--- src/rtl/uart_tx_fifo.sv ---
// uart_tx_fifo: FIFO-buffered UART transmitter with its own baud divider and configurable frame format.
module uart_tx_fifo #(
    parameter int CLK_HZ     = 50000000,
    parameter int BAUD       = 9600,
    parameter int DATA_BITS  = 8,
    parameter int PARITY     = 0,
    parameter int STOP_BITS  = 1,
    parameter int FIFO_DEPTH = 4
) (
    input  logic                        clk,
    input  logic                        rst,
    input  logic [DATA_BITS-1:0]        tx_data,
    input  logic                        tx_valid,
    output logic                        tx_ready,
    output logic                        rs232_tx,
    output logic                        tx_busy,
    output logic [$clog2(FIFO_DEPTH):0] fifo_level
);
    localparam int DIV = CLK_HZ / BAUD;
    localparam int PW  = $clog2(FIFO_DEPTH);
    localparam int CW  = (DIV > 1) ? $clog2(DIV) : 1;
    localparam logic [PW:0]   FULL      = (PW + 1)'(FIFO_DEPTH);
    localparam logic [CW-1:0] CNT_LAST  = CW'(DIV - 1);
    localparam logic [3:0]    DATA_LAST = 4'(DATA_BITS - 1);
    localparam logic [3:0]    STOP_LAST = 4'(STOP_BITS - 1);

    if (DATA_BITS < 5 || DATA_BITS > 9 || (STOP_BITS != 1 && STOP_BITS != 2) || PARITY < 0 ||
        PARITY > 2 || DIV < 2 || FIFO_DEPTH < 2 || (FIFO_DEPTH & (FIFO_DEPTH - 1)) != 0) begin : g_cfg_err
        $error("uart_tx_fifo: illegal parameter combination");
    end

    typedef enum logic [2:0] {IDLE, START, DATA, PARITY_BIT, STOP} state_t;

    state_t               state, state_nxt;
    logic [DATA_BITS-1:0] mem [FIFO_DEPTH];
    logic [PW-1:0]        wr_ptr, rd_ptr;
    logic [CW-1:0]        cnt, cnt_nxt;
    logic [3:0]           bit_cnt, bit_nxt;
    logic [DATA_BITS-1:0] shreg, shreg_nxt, word, word_nxt;
    logic                 push, pop, tick, par, line_nxt;

    assign tx_ready = fifo_level != FULL;
    assign push     = tx_valid & tx_ready;
    assign tick     = cnt == CNT_LAST;
    assign par      = (PARITY == 2) ? ^word : ~^word;
    assign tx_busy  = (state != IDLE) | (fifo_level != '0);

    always_ff @(posedge clk) begin
        if (push) mem[wr_ptr] <= tx_data;
    end

    always_ff @(posedge clk or posedge rst) begin
        if (rst) begin
            wr_ptr     <= '0;
            rd_ptr     <= '0;
            fifo_level <= '0;
        end else begin
            wr_ptr     <= wr_ptr + PW'(push);
            rd_ptr     <= rd_ptr + PW'(pop);
            fifo_level <= fifo_level + (PW + 1)'(push) - (PW + 1)'(pop);
        end
    end

    // The line is registered from the current state, so each bit appears one clock after its state begins.
    always_comb begin
        state_nxt = state;
        cnt_nxt   = (state == IDLE || tick) ? '0 : cnt + 1'b1;
        bit_nxt   = bit_cnt;
        shreg_nxt = shreg;
        word_nxt  = word;
        pop       = 1'b0;
        line_nxt  = state == START ? 1'b0 : state == DATA ? shreg[0] : state == PARITY_BIT ? par : 1'b1;
        case (state)
            IDLE:       pop = fifo_level != '0;
            START:      if (tick) begin
                            state_nxt = DATA;
                            bit_nxt   = '0;
                        end
            DATA:       if (tick) begin
                            shreg_nxt = shreg >> 1;
                            bit_nxt   = bit_cnt + 1'b1;
                            if (bit_cnt == DATA_LAST) begin
                                state_nxt = (PARITY != 0) ? PARITY_BIT : STOP;
                                bit_nxt   = '0;
                            end
                        end
            PARITY_BIT: if (tick) begin
                            state_nxt = STOP;
                            bit_nxt   = '0;
                        end
            STOP:       if (tick) begin
                            bit_nxt = bit_cnt + 1'b1;
                            if (bit_cnt == STOP_LAST) begin
                                state_nxt = IDLE;
                                pop       = fifo_level != '0;
                            end
                        end
            default:    state_nxt = IDLE;
        endcase
        // Popping always starts a new frame, whether from IDLE or straight out of the last stop bit.
        if (pop) begin
            state_nxt = START;
            shreg_nxt = mem[rd_ptr];
            word_nxt  = mem[rd_ptr];
            bit_nxt   = '0;
        end
    end

    always_ff @(posedge clk or posedge rst) begin
        if (rst) begin
            state    <= IDLE;
            cnt      <= '0;
            bit_cnt  <= '0;
            shreg    <= '0;
            word     <= '0;
            rs232_tx <= 1'b1;
        end else begin
            state    <= state_nxt;
            cnt      <= cnt_nxt;
            bit_cnt  <= bit_nxt;
            shreg    <= shreg_nxt;
            word     <= word_nxt;
            rs232_tx <= line_nxt;
        end
    end
endmodule

--- config.mk ---
export PLATFORM = sky130hd
export DESIGN_NAME = uart_tx_fifo
export DESIGN_NICKNAME = d
export VERILOG_FILES = /design/src/rtl/uart_tx_fifo.sv
export SDC_FILE = /design/constraint.sdc
export NUM_CORES = 1
export LEC_CHECK = 0
export ABC_AREA = 1
export CAP_MARGIN = 10
export CORE_MARGIN = 10
export CORE_UTILIZATION = 60
export DETAILED_ROUTE_END_ITERATION = 8
export HOLD_SLACK_MARGIN = 0.12
export PLACE_DENSITY = 0.8
export SYNTH_ARGS = -nofsm -noshare
export SYNTH_HDL_FRONTEND = slang
export SYNTH_SLANG_ARGS = --single-unit
--- constraint.sdc ---
create_clock -name clk -period 2.8 [get_ports clk]
set_input_delay 0.42 -clock clk [delete_from_list [all_inputs] [get_ports clk]]
set_output_delay 0.42 -clock clk [all_outputs]
set_load 0.005 [all_outputs]
==> results.py <==
metrics = {
    "drt": {
        "ant_nets": 0,
        "avgViaCountPerCell": 5.31,
        "vias": 2702,
        "routed_wl_um": 7180,
        "met3_length_um": 238,
        "drtIter0Drc": 145,
        "wl_met1_um": 3140,
        "wl_per_cell_um": 14.1,
        "drtPass1Iterations": 4,
        "wl_met2_um": 3690,
        "route.detailed.drc": 0,
        "highest_layer": "met4",
    },
    "synth": {
        "synth_top_area_share_pct": 29.2,
        "ys_seq_area_share_pct": 56.0,
        "ys.flop_type": "dfrtp_1",
        "netlist_instances": 404,
        "synthTopCellsByArea": "dfrtp_1 29%, edfxtp_1 26%, nand2_1 11%",
        "ys_types": 37,
        "yosys.area.top_type": "dfrtp_1",
        "ys_async_sr_fraction_pct": 57.9,
        "avgSynthCellArea_um2": 9.13,
        "synth_area_mm2": 0.00369,
        "ys_ff_latch": 76,
        "ys_warn_count": 0,
        "syn_nets": 422,
        "synth_edf_count": 32,
    },
    "clock_network": {
        "root_buffer": "clkbuf_8",
        "post_cts_resized": 0,
        "cts_tree": "yes",
        "cts-htree-levels": 3,
        "clk_latency_ns": 0.35,
        "cts_buffer_depth": 2,
        "post_cts_buffers": 0,
        "postCtsHoldBufs": 0,
        "cts_sinks": 76,
        "numCtsBuffers": 9,
        "clk_pin_slew_ns": 0.08,
    },
    "timing": {
        "fin_crit_sh_pct": 85.4,
        "slew_headroom_pct": 61.3,
        "rsz0062_at_grt": "no",
        "slew_viol_final": 0,
        "setup_viol": 0,
        "finalHoldViolCount": 0,
        "fmax_ghz": 0.418,
        "skew_ns": 0.00805,
        "period_minus_slack_ns": 2.39,
        "hold_slack_ns": 0.479,
        "worstMarginPinSlew_ns": 0.580,
        "setup_tns_ns": 0,
    },
    "setup_path": {
        "cp.arrival_ns": 2.62,
        "crit_fanout": 9,
        "path_class": "flop to flop",
        "worstPathRequired_ns": 3.03,
        "endpoint_kind": "flop",
        "critPathLaunchType": "flop",
    },
    "finish": {
        "multiInputGateArea_mm2": 0.00140,
        "num-fill-cells": 453,
        "n_antenna_cell": 0,
        "instances_no_fill": 509,
        "fin_nets": 447,
        "synthToLayoutAreaGrowth_pct": 13.4,
        "drive_above_1_share_pct": 11.8,
        "regArea_mm2": 0.00206,
    },
    "global_routing": {
        "grt_pass1_wl_um": 12000,
        "grt_pass1_vias": 2684,
        "grt_overflow": 0,
        "grt_max_degree": 45,
        "antenna_found_initial": 0,
        "grt_use_total_pct": 15.1,
    },
    "power": {
        "ir_worst_vdd_mv": 0.470,
        "power_switching_share_pct": 24.7,
        "power.density_mw_per_mm2": 652,
        "p_int_mw": 2.05,
        "total_power_mw": 2.73,
        "combPwrFrac_pct": 12.6,
        "power.leakage_nw": 1.88,
        "clkPwrFrac_pct": 37.4,
        "p_switching_mw": 0.674,
        "p_seq_share_pct": 50.0,
    },
    "place": {
        "gp_congestion": 0.871,
        "dpl.hpwl_um": 4870,
        "io_buffers": 16,
        "dp_cells": 493,
    },
    "floorplan": {
        "rows": 28,
        "initial_core_util_pct": 61.9,
        "die_area_mm2": 0.00968,
        "fp.dieH_um": 98.4,
        "dieWidth_um": 98.4,
        "core_mm2": 0.00596,
        "ios": 17,
    },
    "flow_run": {
        "drv_cap": 0,
    },
    "run_status": {
        "status": "complete, no violations",
    },
    "worst_hold_path": {
        "min_path_type": "flop to flop",
    },
}
-- worst max-delay path, cell delays in order (launching register included) --
cell	delay [ns]
dfrtp_1	0.44
inv_1	0.09
ha_1	0.21
nand2_1	0.08
nor2_2	0.05
nor2_4	0.14
nor2_8	0.07
nand2_4	0.07
inv_1	0.07
ha_1	0.28
inv_1	0.04
ha_1	0.18
fa_1	0.38
xor2_1	0.17
-- cell usage in the layout (no fill, tap or decap), types with 2 or more instances in the layout --
| master | netlist | routed |
|---|---|---|
| ha_1 | 6 | 6 |
| nor2_4 | 3 | 3 |
| o21ai_0 | 22 | 22 |
| nand3_1 | 18 | 18 |
| dfrtp_1 | 43 | 43 |
| buf_4 | 2 | 6 |
| inv_2 | 10 | 10 |
| a21oi_1 | 8 | 8 |
| nand2_2 | 3 | 3 |
| inv_1 | 37 | 36 |
| nor3_1 | 12 | 12 |
| nor2_2 | 5 | 5 |
| edfxtp_1 | 32 | 32 |
| clkbuf_8 | 0 | 9 |
| clkdlybuf4s50_1 | 0 | 16 |
| nor2_1 | 50 | 50 |
| xor2_1 | 5 | 5 |
| nor3b_1 | 2 | 2 |
| nand2_1 | 104 | 104 |
| bufinv_16 | 0 | 3 |
| xnor2_1 | 5 | 5 |
| clkinvlp_4 | 0 | 2 |
| nand4_1 | 7 | 7 |
| o21ai_1 | 9 | 9 |
-- registers in the layout (all words and copies together), names as in the netlist --
name,count
shreg,8
cnt,13
fifo_level,3
state,3
rd_ptr,2
wr_ptr,2
bit_cnt,4
mem,32
rs232_tx,1
word,8
-- path summary, 6_finish.rpt --
kind / from / end / slack (ns) / cells after the start
max in group asynchronous: rst / bit_cnt[3] / 1.91 / 3
worst max-delay path: bit_cnt[0] / fifo_level[2] / 0.41 / 13
worst min register to register: shreg[7] / shreg[7] / 0.48 / 2
worst max register to register: bit_cnt[0] / fifo_level[2] / 0.41 / 13
min in group asynchronous: rst / wr_ptr[0] / 0.50 / 3
worst min-delay path: shreg[7] / shreg[7] / 0.48 / 2
-- layout make-up --
type / instances / area share [%]
Tap cell: 75 / 2.24
Clock buffer: 9 / 2.96
Multi-Input combinational cell: 273 / 33.4
Sequential cell: 76 / 49.3
Inverter: 47 / 4.22
Timing Repair Buffer: 22 / 4.91
Clock inverter: 7 / 2.93
-- power by group through the flow --
| stage | logic (mW) | clock network [mW] | registers [mW] |
|---|---|---|---|
| 6_report | 0.343 | 1.02 | 1.36 |
| 5_1_grt | 0.383 | 1.09 | 1.37 |
| 4_1_cts | 0.353 | 1.04 | 1.36 |
| 3_5_place_dp | 0.346 | 0 | 1.38 |
| 3_3_place_gp | 0.334 | 0 | 1.38 |
| 2_1_floorplan | 0.177 | 0 | 1.38 |
-- metrics by stage --
stage | instance area, um^2 | util (%) | setup slack [ns]
2_1_floorplan | 3690 | - | 0.576
3_3_place_gp | 3940 | 66.1 | 0.534
3_5_place_dp | 3940 | 66.1 | 0.422
4_1_cts | 4180 | 70.2 | 0.409
5_1_grt | 4180 | 70.2 | 0.289
6_report | 4180 | 70.2 | 0.409
-- synthesized netlist by cell type (6+ instances only) --
| library cell | instances |
|---|---|
| nand2_1 | 104 |
| nor2_1 | 50 |
| dfrtp_1 | 43 |
| inv_1 | 37 |
| edfxtp_1 | 32 |
| o21ai_0 | 22 |
| nand3_1 | 18 |
| nor3_1 | 12 |
| inv_2 | 10 |
| o21ai_1 | 9 |
| a21oi_1 | 8 |
| nand4_1 | 7 |
| ha_1 | 6 |
-- kinds of logic after synthesis --
logic type | after synthesis | synth area share [%]
XOR/XNOR | 10 | 2.38
flip-flops | 76 | 56.0
AND/OR/NAND/NOR | 212 | 26.4
buffers and inverters | 55 | 6.18
AO/OA/AOI/OAI | 44 | 6.52
adder cells (fa/ha/maj) | 7 | 2.58
-- routing by layer --
layer  track usage, %  up-vias
li1                 -     1357
met1             17.1     1286
met2             26.0       46
met3             3.81       13
met4             7.28        0
met5                0        -
Power figures use the tool's default switching activity.
